`config.mk`:
```
export PLATFORM = sky130hd
export DESIGN_NAME = resp_merger
export DESIGN_NICKNAME = d
export VERILOG_FILES = /design/src/rtl/bank_fifo_pkg.sv /design/src/rtl/resp_merger_dual_push_fifo.sv /design/src/rtl/resp_merger.sv
export SDC_FILE = /design/constraint.sdc
export NUM_CORES = 1
export LEC_CHECK = 0
export CORE_MARGIN = 2
export CORE_UTILIZATION = 49
export CTS_CLUSTER_SIZE = 12
export DETAILED_ROUTE_END_ITERATION = 12
export HOLD_SLACK_MARGIN = 0.02
export PLACE_DENSITY_LB_ADDON = 0.15
export RECOVER_POWER = 100
export SLEW_MARGIN = 10
export SYNTH_ARGS = -nofsm -noshare
export SYNTH_HDL_FRONTEND = slang
export SYNTH_SLANG_ARGS = --single-unit
export TNS_END_PERCENT = 30
```
`constraint.sdc`:
```
create_clock -name clk -period 5.9 [get_ports clk]
set_input_delay 0.59 -clock clk [delete_from_list [all_inputs] [get_ports clk]]
set_output_delay 0.59 -clock clk [all_outputs]
set_load 0.02 [all_outputs]
```
`src/rtl/bank_fifo_pkg.sv`:
```
// Shared types and constants for the bank-FIFO response path: tag type,
// merged response word and the per-cycle push acceptance helper.
package bank_fifo_pkg;

    localparam int DEF_DATA_WIDTH = 8;
    localparam int BANK_NUM       = 4;

    typedef logic [0:0] master_id_t;

    localparam master_id_t MID_M0 = 1'b0;
    localparam master_id_t MID_M1 = 1'b1;

    typedef struct packed {
        logic [DEF_DATA_WIDTH-1:0] data;
        master_id_t                id;
    } resp_word_t;

    // M0 takes the first free slot; M1 needs a slot left over after M0.
    function automatic logic [1:0] push_accept(input logic v0, input logic v1,
                                               input int unsigned free);
        logic [1:0] acc;
        acc    = 2'b00;
        acc[0] = v0 && (free >= 32'd1);
        acc[1] = v1 && (free >= (acc[0] ? 32'd2 : 32'd1));
        return acc;
    endfunction

endpackage

```
`src/rtl/resp_merger_dual_push_fifo.sv`:
```
// Circular buffer with two ordered write ports (a before b) and one read port.
// Port b is only used when port a also writes in the same cycle.
module dual_push_fifo #(
    parameter int WIDTH = 9,
    parameter int DEPTH = 16
) (
    input  logic                     clk,
    input  logic                     rst,
    input  logic                     wa_en_i,
    input  logic [WIDTH-1:0]         wa_data_i,
    input  logic                     wb_en_i,
    input  logic [WIDTH-1:0]         wb_data_i,
    input  logic                     pop_i,
    output logic [WIDTH-1:0]         rd_data_o,
    output logic                     not_empty_o,
    output logic [$clog2(DEPTH):0]   level_o
);

    localparam int PW = $clog2(DEPTH);
    localparam int LW = PW + 1;

    logic [WIDTH-1:0] mem_q [DEPTH];
    logic [PW-1:0]    wr_ptr_q, wr_ptr_d;
    logic [PW-1:0]    rd_ptr_q, rd_ptr_d;
    logic [LW-1:0]    level_q, level_d;
    logic             pop_s;
    logic             not_empty_s;

    // Next-state pointers and occupancy; pointers wrap by natural overflow.
    always_comb begin
        not_empty_s = (level_q != {LW{1'b0}});
        pop_s       = pop_i && not_empty_s;
        wr_ptr_d    = wr_ptr_q + PW'(wa_en_i) + PW'(wb_en_i);
        rd_ptr_d    = rd_ptr_q + PW'(pop_s);
        level_d     = level_q + LW'(wa_en_i) + LW'(wb_en_i) - LW'(pop_s);
    end

    // Pointer and level registers.
    always_ff @(posedge clk or posedge rst) begin
        if (rst) begin
            wr_ptr_q <= {PW{1'b0}};
            rd_ptr_q <= {PW{1'b0}};
            level_q  <= {LW{1'b0}};
        end else begin
            wr_ptr_q <= wr_ptr_d;
            rd_ptr_q <= rd_ptr_d;
            level_q  <= level_d;
        end
    end

    // Storage; contents are meaningless while level is 0, so no reset.
    always_ff @(posedge clk) begin
        if (wa_en_i) begin
            mem_q[wr_ptr_q] <= wa_data_i;
        end
        if (wb_en_i) begin
            mem_q[wr_ptr_q + PW'(1)] <= wb_data_i;
        end
    end

    // Head word is forced to zero when empty so stale storage never leaks out.
    always_comb begin
        if (not_empty_s) begin
            rd_data_o = mem_q[rd_ptr_q];
        end else begin
            rd_data_o = {WIDTH{1'b0}};
        end
        not_empty_o = not_empty_s;
        level_o     = level_q;
    end

endmodule

```
`src/rtl/resp_merger.sv`:
```
// Merges two non-backpressurable read-response streams into one tagged stream.
// Optional per-master accept counters are enabled by defining RESP_MERGER_CNT_EN.
module resp_merger #(
    parameter int DATA_WIDTH = bank_fifo_pkg::DEF_DATA_WIDTH,
    parameter int DEPTH      = 16
) (
    input  logic                    clk,
    input  logic                    rst,
    input  logic                    valid_M0,
    input  logic [DATA_WIDTH-1:0]   data_out_M0,
    input  logic                    valid_M1,
    input  logic [DATA_WIDTH-1:0]   data_out_M1,
    output logic                    out_valid,
    input  logic                    out_ready,
    output logic [DATA_WIDTH:0]     out_data,
    output logic                    overflow,
    output logic [$clog2(DEPTH):0]  level
`ifdef RESP_MERGER_CNT_EN
    ,
    output logic [15:0]             cnt_M0,
    output logic [15:0]             cnt_M1
`endif
);

    import bank_fifo_pkg::*;

    logic                pop_s;
    int unsigned         free_s;
    logic [1:0]          acc_s;
    logic                wa_en_s, wb_en_s;
    logic [DATA_WIDTH:0] wa_data_s, wb_data_s;
    logic                drop_s;
    logic                overflow_q, overflow_d;

    // Arbitration: compact accepted words onto write ports a (first) and b.
    always_comb begin
        pop_s   = out_valid && out_ready;
        free_s  = 32'(DEPTH) - 32'(level) + 32'(pop_s);
        acc_s   = push_accept(valid_M0, valid_M1, free_s);
        wa_en_s = acc_s[0] | acc_s[1];
        wb_en_s = acc_s[0] & acc_s[1];
        if (acc_s[0]) begin
            wa_data_s = {data_out_M0, MID_M0};
        end else begin
            wa_data_s = {data_out_M1, MID_M1};
        end
        wb_data_s  = {data_out_M1, MID_M1};
        drop_s     = (valid_M0 & ~acc_s[0]) | (valid_M1 & ~acc_s[1]);
        overflow_d = overflow_q | drop_s;
    end

    dual_push_fifo #(
        .WIDTH (DATA_WIDTH + 1),
        .DEPTH (DEPTH)
    ) u_fifo (
        .clk         (clk),
        .rst         (rst),
        .wa_en_i     (wa_en_s),
        .wa_data_i   (wa_data_s),
        .wb_en_i     (wb_en_s),
        .wb_data_i   (wb_data_s),
        .pop_i       (pop_s),
        .rd_data_o   (out_data),
        .not_empty_o (out_valid),
        .level_o     (level)
    );

    // Sticky drop indicator.
    always_ff @(posedge clk or posedge rst) begin
        if (rst) begin
            overflow_q <= 1'b0;
        end else begin
            overflow_q <= overflow_d;
        end
    end

    assign overflow = overflow_q;

`ifdef RESP_MERGER_CNT_EN
    logic [15:0] cnt_m0_q, cnt_m1_q;

    // Accepted-response counters, wrapping at 16 bits.
    always_ff @(posedge clk or posedge rst) begin
        if (rst) begin
            cnt_m0_q <= 16'd0;
            cnt_m1_q <= 16'd0;
        end else begin
            cnt_m0_q <= cnt_m0_q + 16'(acc_s[0]);
            cnt_m1_q <= cnt_m1_q + 16'(acc_s[1]);
        end
    end

    assign cnt_M0 = cnt_m0_q;
    assign cnt_M1 = cnt_m1_q;
`endif

endmodule

```
# Word-level counts from Yosys, hierarchy flattened
# Memory sizes are Yosys's and may differ from the RTL's.
# Index checks and enable logic that the tools add are counted.
dict set report classes {
  addsub 9
  n_lt_le_gt_ge 2
  n_reduce_logical 5
  muxes 7
  bitwise 8
}
# cell count
set ops {}
lappend ops {{32-bit by 1-bit >= comparator with 1-bit output (second input constant)} 1}
lappend ops {{32-bit by 2-bit >= comparator with 1-bit output} 1}
lappend ops {{9-bit two-way mux} 2}
lappend ops {{4-bit by 1-bit adder with 4-bit output} 3}
lappend ops {{5-bit by 1-bit adder with 5-bit output} 2}
lappend ops {{6-bit by 2-bit adder with 7-bit output} 1}
lappend ops {{5-bit by 5-bit subtractor with 6-bit output (first input constant)} 1}
lappend ops {{5-bit nonzero test} 1}
lappend ops {{5-bit by 1-bit subtractor with 5-bit output} 1}
lappend ops {{4-bit by 1-bit adder with 4-bit output (second input constant)} 1}
lappend ops {{1-bit logical AND} 4}
lappend ops {{1-bit two-way mux} 4}
lappend ops {{1-bit bitwise AND} 3}
lappend ops {{1-bit OR} 3}
lappend ops {{2-bit two-way mux} 1}
lappend ops {{1-bit NOT} 2}
dict set report word_totals {
  ff_bits 14
  out_inout_bits 16
  ramBits 144
  word_cells 36
  in_bits 21
  n_memories 1
}
# name words word_bits read_ports rd_ports_with_merged_regs write_ports line
set mem_list {}
lappend mem_list {u_fifo.mem_q 16 9 1 0 2 resp_merger_dual_push_fifo.sv:22} ;# logic [WIDTH-1:0] mem_q [DEPTH];

# Longest topological paths before layout
# Gate-level depths: netlist of the first run.
dict set report logic_depth {
  word_depth 12
  depth_mapped 26
}

# Modules after synthesis
# From an unflattened synthesis of the first run, not the netlist that was laid out.
dict set report unflattened {
  hier_cells 589
  area_unflattened_um2 8727.1
}
# module area_each_um2 instances cells_each
set by_module_without_submodules {}
lappend by_module_without_submodules {dual_push_fifo 8260.4 1 532}
lappend by_module_without_submodules {resp_merger 466.7 1 57}

# Worst setup path after synthesis of the first run
# Ideal clock, no wire load.
dict set report synth_timing {
  kind {reg2reg}
  from {register u_fifo.level_q[2], in the netlist u_fifo.level_o[2]}
  to {register u_fifo.level_q[4], in the netlist u_fifo.level_o[4]}
  setup_time_ns 0.122
  path_buffers 1
  slack_ns 0.644
  path_stages_with_launch 27
  arrival_ns 5.134
  required_time_ns 5.778
  cell_sequence {dfrtp_1 -> inv_1 -> ha_1 -> and2_1 -> ha_1 -> nor2b_1 -> ha_1 -> ha_1 -> xor3_1 -> a21boi_0 -> a21o_1 -> inv_1 -> buf_2 -> ha_1 -> nand2b_1 -> a21oi_1 -> o21ai_0 -> a21o_1 -> nand2_1 -> ha_1 -> fa_1 -> fa_1 -> nor2_1 -> nor2_1 -> nor2_1 -> nor2_1 -> xnor2_1}
}
dict set report synth_between {
  elab_chain_len 12
}
# item line
set synth_rtl {}
lappend synth_rtl {{start: declaration} resp_merger_dual_push_fifo.sv:25} ;# logic [LW-1:0] level_q, level_d;
lappend synth_rtl {{start signal: assignment} resp_merger_dual_push_fifo.sv:43} ;# level_q <= {LW{1'b0}};
lappend synth_rtl {{start signal: assignment} resp_merger_dual_push_fifo.sv:47} ;# level_q <= level_d;
lappend synth_rtl {{parallel branches: the longest is 11 deep, another holds 32-bit by 1-bit >= comparator with 1-bit output} -}
lappend synth_rtl {{5-bit by 1-bit subtractor with 5-bit output *} resp_merger_dual_push_fifo.sv:35} ;# level_d = level_q + LW'(wa_en_i) + LW'(wb_en_i) - LW'(pop_s);
lappend synth_rtl {{net u_fifo.level_d[4]} resp_merger_dual_push_fifo.sv:25}
# Mark *: on every way through the listed nets, which the timed path passes.

# Worst setup path in the final report of the first run
# Ends and elaborated chain as after synthesis.

==> flow_metrics.py, run 1 <==
metrics = {
    "status": {
        "status": "complete, no violations",
    },
    "grt": {
        "grt.busiest_layer": "met2",
        "grt_max_degree": 39,
        "use_met1": 0.403,
        "grt_pass1_wl_um": 41300,
        "antenna_found_initial": 1,
        "track_usage": 0.292,
        "met2_usage": 0.447,
        "grt_overflow": 0,
        "first_global_vias": 6713,
        "met3_usage": 0.0739,
    },
    "critical_path": {
        "start_kind": "flop",
        "crit_family": "adder cells",
        "critPathMaxStageDelay_ns": 0.50,
        "crit_top_cell": "ha_1",
        "path_max_fanout": 6,
        "slowest_stage": "dfrtp_1",
        "required_ns": 6.22,
        "arrival_ns": 5.84,
        "worstSetupEndpointType": "flop",
        "crit_type": "flop to flop",
        "cp_num_buf_inv": 2,
        "rrSetupSlack_ns": 0.38,
    },
    "floorplan": {
        "ios": 37,
        "coreArea_um2": 17900,
        "initial_core_util": 0.497,
        "dieArea_um2": 19300,
        "placementRows": 49,
        "fp.dieH_um": 139,
        "die_x_um": 139,
    },
    "clock_tree": {
        "cts_buffer_depth": 2,
        "hold_buffers": 0,
        "htreeDepth": 4,
        "postCtsResizedCells": 0,
        "cts.clk_slew.worst_paths_ns": 0.06,
        "cts_sinks": 158,
        "cts_setup_buffers": 0,
        "clk_latency_ns": 0.43,
        "cts_inserted_buffers": 17,
        "root_buffer": "clkbuf_16",
        "cts_tree": "built",
    },
    "place": {
        "place_inst": 944,
        "dpl-instance-area_um2": 9460,
        "dp_hpwl_um": 18400,
        "portBuffers": 36,
        "gp_congestion": 0.936,
    },
    "finish": {
        "antenna_cells": 0,
        "fill_cells": 1494,
        "final_net_count": 774,
        "multi_input_area_um2": 3950,
        "final_util": 0.560,
        "stdcell_count": 976,
        "seq_area_um2": 4510,
        "finalInstanceArea_um2": 10000,
        "layout-drive-gt1-share": 0.137,
        "area_growth_pct": 12.8,
    },
    "yosys": {
        "yosysTopAreaCell": "edfxtp_1",
        "ys_warn_count": 0,
        "synth_async_sr_flop_share": 0.0886,
        "synth.top_cells.by_area": "edfxtp_1 43%, mux4_2 11%, a32o_1 7.8%",
        "seq_area_frac_synth": 0.507,
        "syn-num-nets": 761,
        "syn_inst": 721,
        "synth_ff_type": "edfxtp_1",
        "synth_edf_count": 128,
        "syn_area_um2": 8900,
        "ys_types": 60,
        "synth_top_area_share": 0.432,
        "ys_ff_latch": 158,
        "syn-mean-instance-area_um2": 12.3,
    },
    "sta": {
        "grt_setup_unrepaired": "false",
        "setup_violations": 0,
        "max_slew.worst_pin.slew_ns": 1.35,
        "achievable-frequency_mhz": 181,
        "finalSetupTns_ns": 0,
        "fin_crit_sh": 0.935,
        "hold_viol": 0,
        "min_period_ns": 5.52,
        "maxSlewViolCount": 0,
        "slew_headroom": 0.0914,
        "skew_ns": 0.00744,
    },
    "route": {
        "post-route-drc-count": 0,
        "drt_iter0_markers": 963,
        "via_count": 6828,
        "avgViaCountPerCell": 7.00,
        "routed_wl_um": 27400,
        "antenna_left": 0,
        "wire_per_inst_um": 28.1,
        "drt-pass1-iter-count": 5,
    },
    "power": {
        "vdd_drop_max_mv": 0.363,
        "seqPwrFrac": 0.297,
        "combPwrFrac": 0.517,
        "power_density_nw_per_um2": 618,
        "p_sw_frac": 0.431,
        "p_leak_nw": 3.42,
        "p_int_mw": 3.53,
        "p_switching_mw": 2.67,
        "clkPwrFrac": 0.186,
    },
    "min_path": {
        "hp-class": "flop to flop",
    },
    "run": {
        "cap_violations": 0,
    },
}
## power by group through the flow
stage	clock network [mW]	registers, mW	logic [mW]
after CTS	1.16	1.85	3.22
after detailed placement	0	1.87	3.21
after global routing	1.20	1.88	3.44
after floorplan	0	1.72	2.29
after global placement	0	1.86	3.15
final	1.15	1.84	3.21
## worst reg2reg max path, stage by stage, from the launching register on
cell and delay, ns:
dfrtp_1 0.50, inv_1 0.13, ha_1 0.21, and2_1 0.15, ha_1 0.21, nor2b_1 0.13, ha_1 0.19, ha_1 0.24
xor3_1 0.26, a21boi_0 0.42, a21o_1 0.16, inv_1 0.08, ha_1 0.30, nand2b_1 0.16, a21oi_1 0.21, o21ai_0 0.13
a21o_1 0.27, nand2_1 0.16, ha_1 0.26, fa_1 0.44, fa_1 0.41, nor2_1 0.10, nor2_1 0.04, nor2_1 0.08
nor2_1 0.05, xnor2_1 0.12
## layer usage
metal,part of all wire,vias up
met5,0,-
met1,0.40,3376
met3,0.11,67
met2,0.46,458
met4,0.035,0
li1,-,2927
## stage by stage
| step | setup WS [ns] | hold WS [ns] | power [mW] |
|---|---|---|---|
| final | 0.381 | 0.461 | 6.20 |
| after global routing | 0.0189 | 0.481 | 6.53 |
| after CTS | 0.400 | 0.461 | 6.23 |
| after detailed placement | 0.426 | 0.445 | 5.08 |
| after global placement | 0.686 | 0.442 | 5.01 |
| after floorplan | 0.644 | 0.430 | 4.01 |
## synthesized netlist by cell type, drive strengths merged, types with 2 or more instances
library cell and n:
fa 3, inv 45, a21o 5, dfxtp 16, a221o 9, clkbuf 53, a31oi 3, ha 16
o21ai 12, o41ai 8, xnor2 7, nor2b 4, o211ai 3, nand2b 5, a22o 12, o22ai 21
nand3b 2, buf 12, mux4 45, o211a 2, nor3 17, and2 18, nand3 30, a21boi 2
nor2 61, xor2 4, a221oi 2, o32ai 18, and4 2, mux2i 2, a32o 69, nand2 23
a211oi 2, a32oi 2, dfrtp 14, a21oi 24, or2 5, a31o 3, edfxtp 128
## cell usage in the layout, fill, tap and decap left out, drive strengths merged, types with 4 or more instances in the layout
master	Yosys	final
xnor2	7	7
dfxtp	16	16
o32ai	18	18
o41ai	8	8
ha	16	16
and2	18	18
or2	5	5
nand2	23	23
a21o	5	5
clkbuf	53	32
edfxtp	128	128
clkinv	1	5
buf	12	13
clkdlybuf4s50	0	21
a32o	69	69
inv	45	47
a22o	12	12
nand2b	5	5
xor2	4	4
o22ai	21	21
nor2b	4	4
nand3	30	30
dfrtp	14	14
nor3	17	17
o21ai	12	12
a221o	9	9
dlygate4sd3	0	15
mux4	45	45
nor2	61	61
a21oi	24	24
## cell families (layout without fill, tap and decap cells)
group,Yosys count,count (layout),share of synthesized area
adders and majority gates,19,19,0.0293
muxes,47,47,0.116
DFF,158,158,0.507
AOI/OAI and AO/OA,204,204,0.192
xor gates and xnor gates,13,13,0.0160
and+or+nand+nor,169,169,0.0907
buffers and inverters,111,137,0.0482
## layout make-up
type,count,share of cell area
Clock buffer,22,0.0473
Multi-Input combinational cell,452,0.394
Tap cell,229,0.0286
Sequential cell,158,0.450
Inverter,46,0.0172
Timing Repair Buffer,59,0.0499
Clock inverter,10,0.0135
## final timing paths
| check | depth (start not counted) | end | startpoint |
|---|---|---|---|
| max | 25 | u_fifo.level_o[4]$_DFF_PP0_ | u_fifo.level_o[2]$_DFF_PP0_ |
| max in group asynchronous | 2 | u_fifo.rd_ptr_q[3]$_DFF_PP0_ | rst |
| max reg2reg | 25 | u_fifo.level_o[4]$_DFF_PP0_ | u_fifo.level_o[2]$_DFF_PP0_ |
| min | 2 | u_fifo.mem_q[14][0]$_SDFFE_PP1P_ | u_fifo.mem_q[14][0]$_SDFFE_PP1P_ |
| min in group asynchronous | 2 | u_fifo.wr_ptr_q[0]$_DFF_PP0_ | rst |
| min reg2reg | 2 | u_fifo.mem_q[14][0]$_SDFFE_PP1P_ | u_fifo.mem_q[14][0]$_SDFFE_PP1P_ |
## state kept, by name, indices dropped and copies added (netlist names)
name,cells
u_fifo.mem_q,144
u_fifo.rd_ptr_q,4
u_fifo.level_o,5
u_fifo.wr_ptr_q,4
overflow,1
Power figures use the tool's default switching activity.
==> run 2, diff against run 1 <==
- PLACE_DENSITY: not set -> 0.65
- PLACE_DENSITY_LB_ADDON: 0.15 -> not set
==> run 2 against run 1 <==
  * The flow now finishes with violations (capacitance limit, slew limit)
  * Critical path depth decreased by 5
  * Largest cell class unchanged
  * Critical path type unchanged
  * Power rose by 0.20%
  * Hold slack improved by 0.0037 ns
  * Clock-buffer cell count down 1
  * Sequential share of layout area fell by 0.051 points
  * Critical endpoint is now u_fifo.mem_q[7][1]$_DFFE_PP_
==> flow_metrics.py, run 2 (synthesis gave the netlist of run 1 again) <==
metrics = {
    "finish": {
        "layout-drive-gt1-share": 0.142,
        "stdcell_count": 978,
        "final_common_cell": "edfxtp_1",
        "area_growth_pct": 12.9,
        "top_register": "u_fifo.mem_q",
        "final_net_count": 776,
        "antenna_cells": 0,
        "fill_cells": 1472,
        "finalInstanceArea_um2": 10000,
        "largest_reg_flops": 144,
        "final_cell_mix": "128 x edfxtp_1, 69 x a32o_1, 61 x nor2_1",
    },
    "sta": {
        "min_period_ns": 5.54,
        "fin_crit_sh": 0.940,
        "slew_headroom": -0.154,
        "max_slew.worst_pin.slew_ns": 1.73,
        "achievable-frequency_mhz": 180,
        "finalSetupTns_ns": 0,
        "grt_setup_unrepaired": "false",
        "setup_violations": 0,
        "setup_slack_ns": 0.355,
        "hold_viol": 0,
        "skew_ns": 0.00941,
        "maxSlewViolCount": 27,
    },
    "floorplan": {
        "die_x_um": 139,
        "dieArea_um2": 19300,
        "placementRows": 49,
        "fp.dieH_um": 139,
        "ios": 37,
        "initial_core_util": 0.497,
        "coreArea_um2": 17900,
    },
    "route": {
        "wire_per_inst_um": 28.2,
        "drt_iter0_markers": 1159,
        "post-route-drc-count": 0,
        "via_count": 7048,
        "antenna_left": 0,
        "routed_wl_um": 27500,
        "avgViaCountPerCell": 7.21,
        "drt-pass1-iter-count": 6,
    },
    "run": {
        "cap_violations": 1,
    },
    "clock_tree": {
        "postCtsResizedCells": 0,
        "root_buffer": "clkbuf_16",
        "cts_sinks": 158,
        "cts.clk_slew.worst_paths_ns": 0.06,
        "cts_buffer_depth": 2,
        "htreeDepth": 4,
        "cts_inserted_buffers": 17,
        "clk_latency_ns": 0.43,
        "hold_buffers": 0,
        "cts_setup_buffers": 0,
        "cts_tree": "built",
    },
    "status": {
        "status": "finished with violations",
        "violations": "capacitance limit, slew limit",
    },
    "critical_path": {
        "required_ns": 6.06,
        "crit_type": "flop to flop",
        "worstSetupEndpointType": "flop",
        "ff2ff_path_depth": 20,
        "path_max_fanout": 9,
        "start_kind": "flop",
        "arrival_ns": 5.71,
    },
    "place": {
        "pre_cts_ws_ns": 0.441,
        "portBuffers": 36,
        "place_inst": 946,
        "dp_hpwl_um": 18500,
        "dpl-instance-area_um2": 9480,
        "gp_congestion": 0.910,
    },
    "grt": {
        "grt_max_degree": 39,
        "first_global_vias": 6977,
        "antenna_found_initial": 0,
        "grt_overflow": 0,
        "track_usage": 0.290,
        "grt_pass1_wl_um": 41500,
    },
    "power": {
        "p_leak_nw": 3.43,
        "power_density_nw_per_um2": 619,
        "vdd_drop_max_mv": 0.380,
    },
    "min_path": {
        "hp-class": "flop to flop",
        "hold_depth": 1,
    },
}
[run 2: cell count changes in the layout (fill, tap and decap cells not counted), sizes merged]
cell	previous run	this run
clkinvlp	1	2
buf	13	19
inv	47	46
clkinv	5	6
clkbuf	32	27
[run 2: cell type report]
type	count	area, µm²	area share
flip-flops and latches	158	4510	0.449
multi-input cells	452	3950	0.394
repair buffers	61	524	0.0522
clock buffers	21	450	0.0448
well taps	229	287	0.0285
inverters	46	173	0.0172
clock inverters	11	141	0.0141
[run 2: metal layers]
metal  GRT usage  routed length, µm  up-vias  share of wire
met5           0                  0        -              0
met4       0.138               1240        0          0.045
met3      0.0653               2990       95           0.11
met2       0.459              13000      506           0.47
met1       0.384              10300     3502           0.37
li1            -                  -     2945              -
[run 2: worst paths after layout]
kind,startpoint,end,slack (ns)
worst max-delay path,u_fifo.level_o[1]$_DFF_PP0_,u_fifo.mem_q[7][1]$_DFFE_PP_,0.36
worst min-delay path,overflow$_DFF_PP0_,overflow$_DFF_PP0_,0.46
worst max register to register,u_fifo.level_o[1]$_DFF_PP0_,u_fifo.mem_q[7][1]$_DFFE_PP_,0.36
worst min register to register,overflow$_DFF_PP0_,overflow$_DFF_PP0_,0.46
max in group asynchronous,rst,u_fifo.rd_ptr_q[1]$_DFF_PP0_,4.80
min in group asynchronous,rst,u_fifo.wr_ptr_q[3]$_DFF_PP0_,0.68
[run 2: per-stage QoR]
| stage | utilization | total power [mW] | hold slack (ns) |
|---|---|---|---|
| after floorplan | - | 4.01 | 0.430 |
| after global placement | 0.529 | 5.01 | 0.445 |
| after detailed placement | 0.529 | 5.11 | 0.447 |
| after CTS | 0.562 | 6.22 | 0.466 |
| after global routing | 0.561 | 6.50 | 0.495 |
| final | 0.561 | 6.21 | 0.464 |
[run 2: worst max-delay path, cell delays in order (launching register included)]
cell      delay (ns)
dfrtp_1         0.42
inv_1           0.13
ha_1            0.24
and2_0          0.17
ha_1            0.20
nor2b_1         0.07
ha_1            0.20
and2_0          0.19
a221oi_2        0.44
a21boi_0        0.24
a21o_1          0.24
inv_1           0.11
ha_1            0.25
and2_0          0.14
a221o_1         0.36
or2_1           0.22
a31o_1          0.32
a22oi_1         0.72
buf_4           0.32
nor3_1          0.06
buf_2           0.24
[run 2: where the power goes]
group | internal (mW) | switching, mW
clock | 0.675 | 0.442
combinational | 1.24 | 2.00
sequential | 1.60 | 0.256
total | 3.52 | 2.70
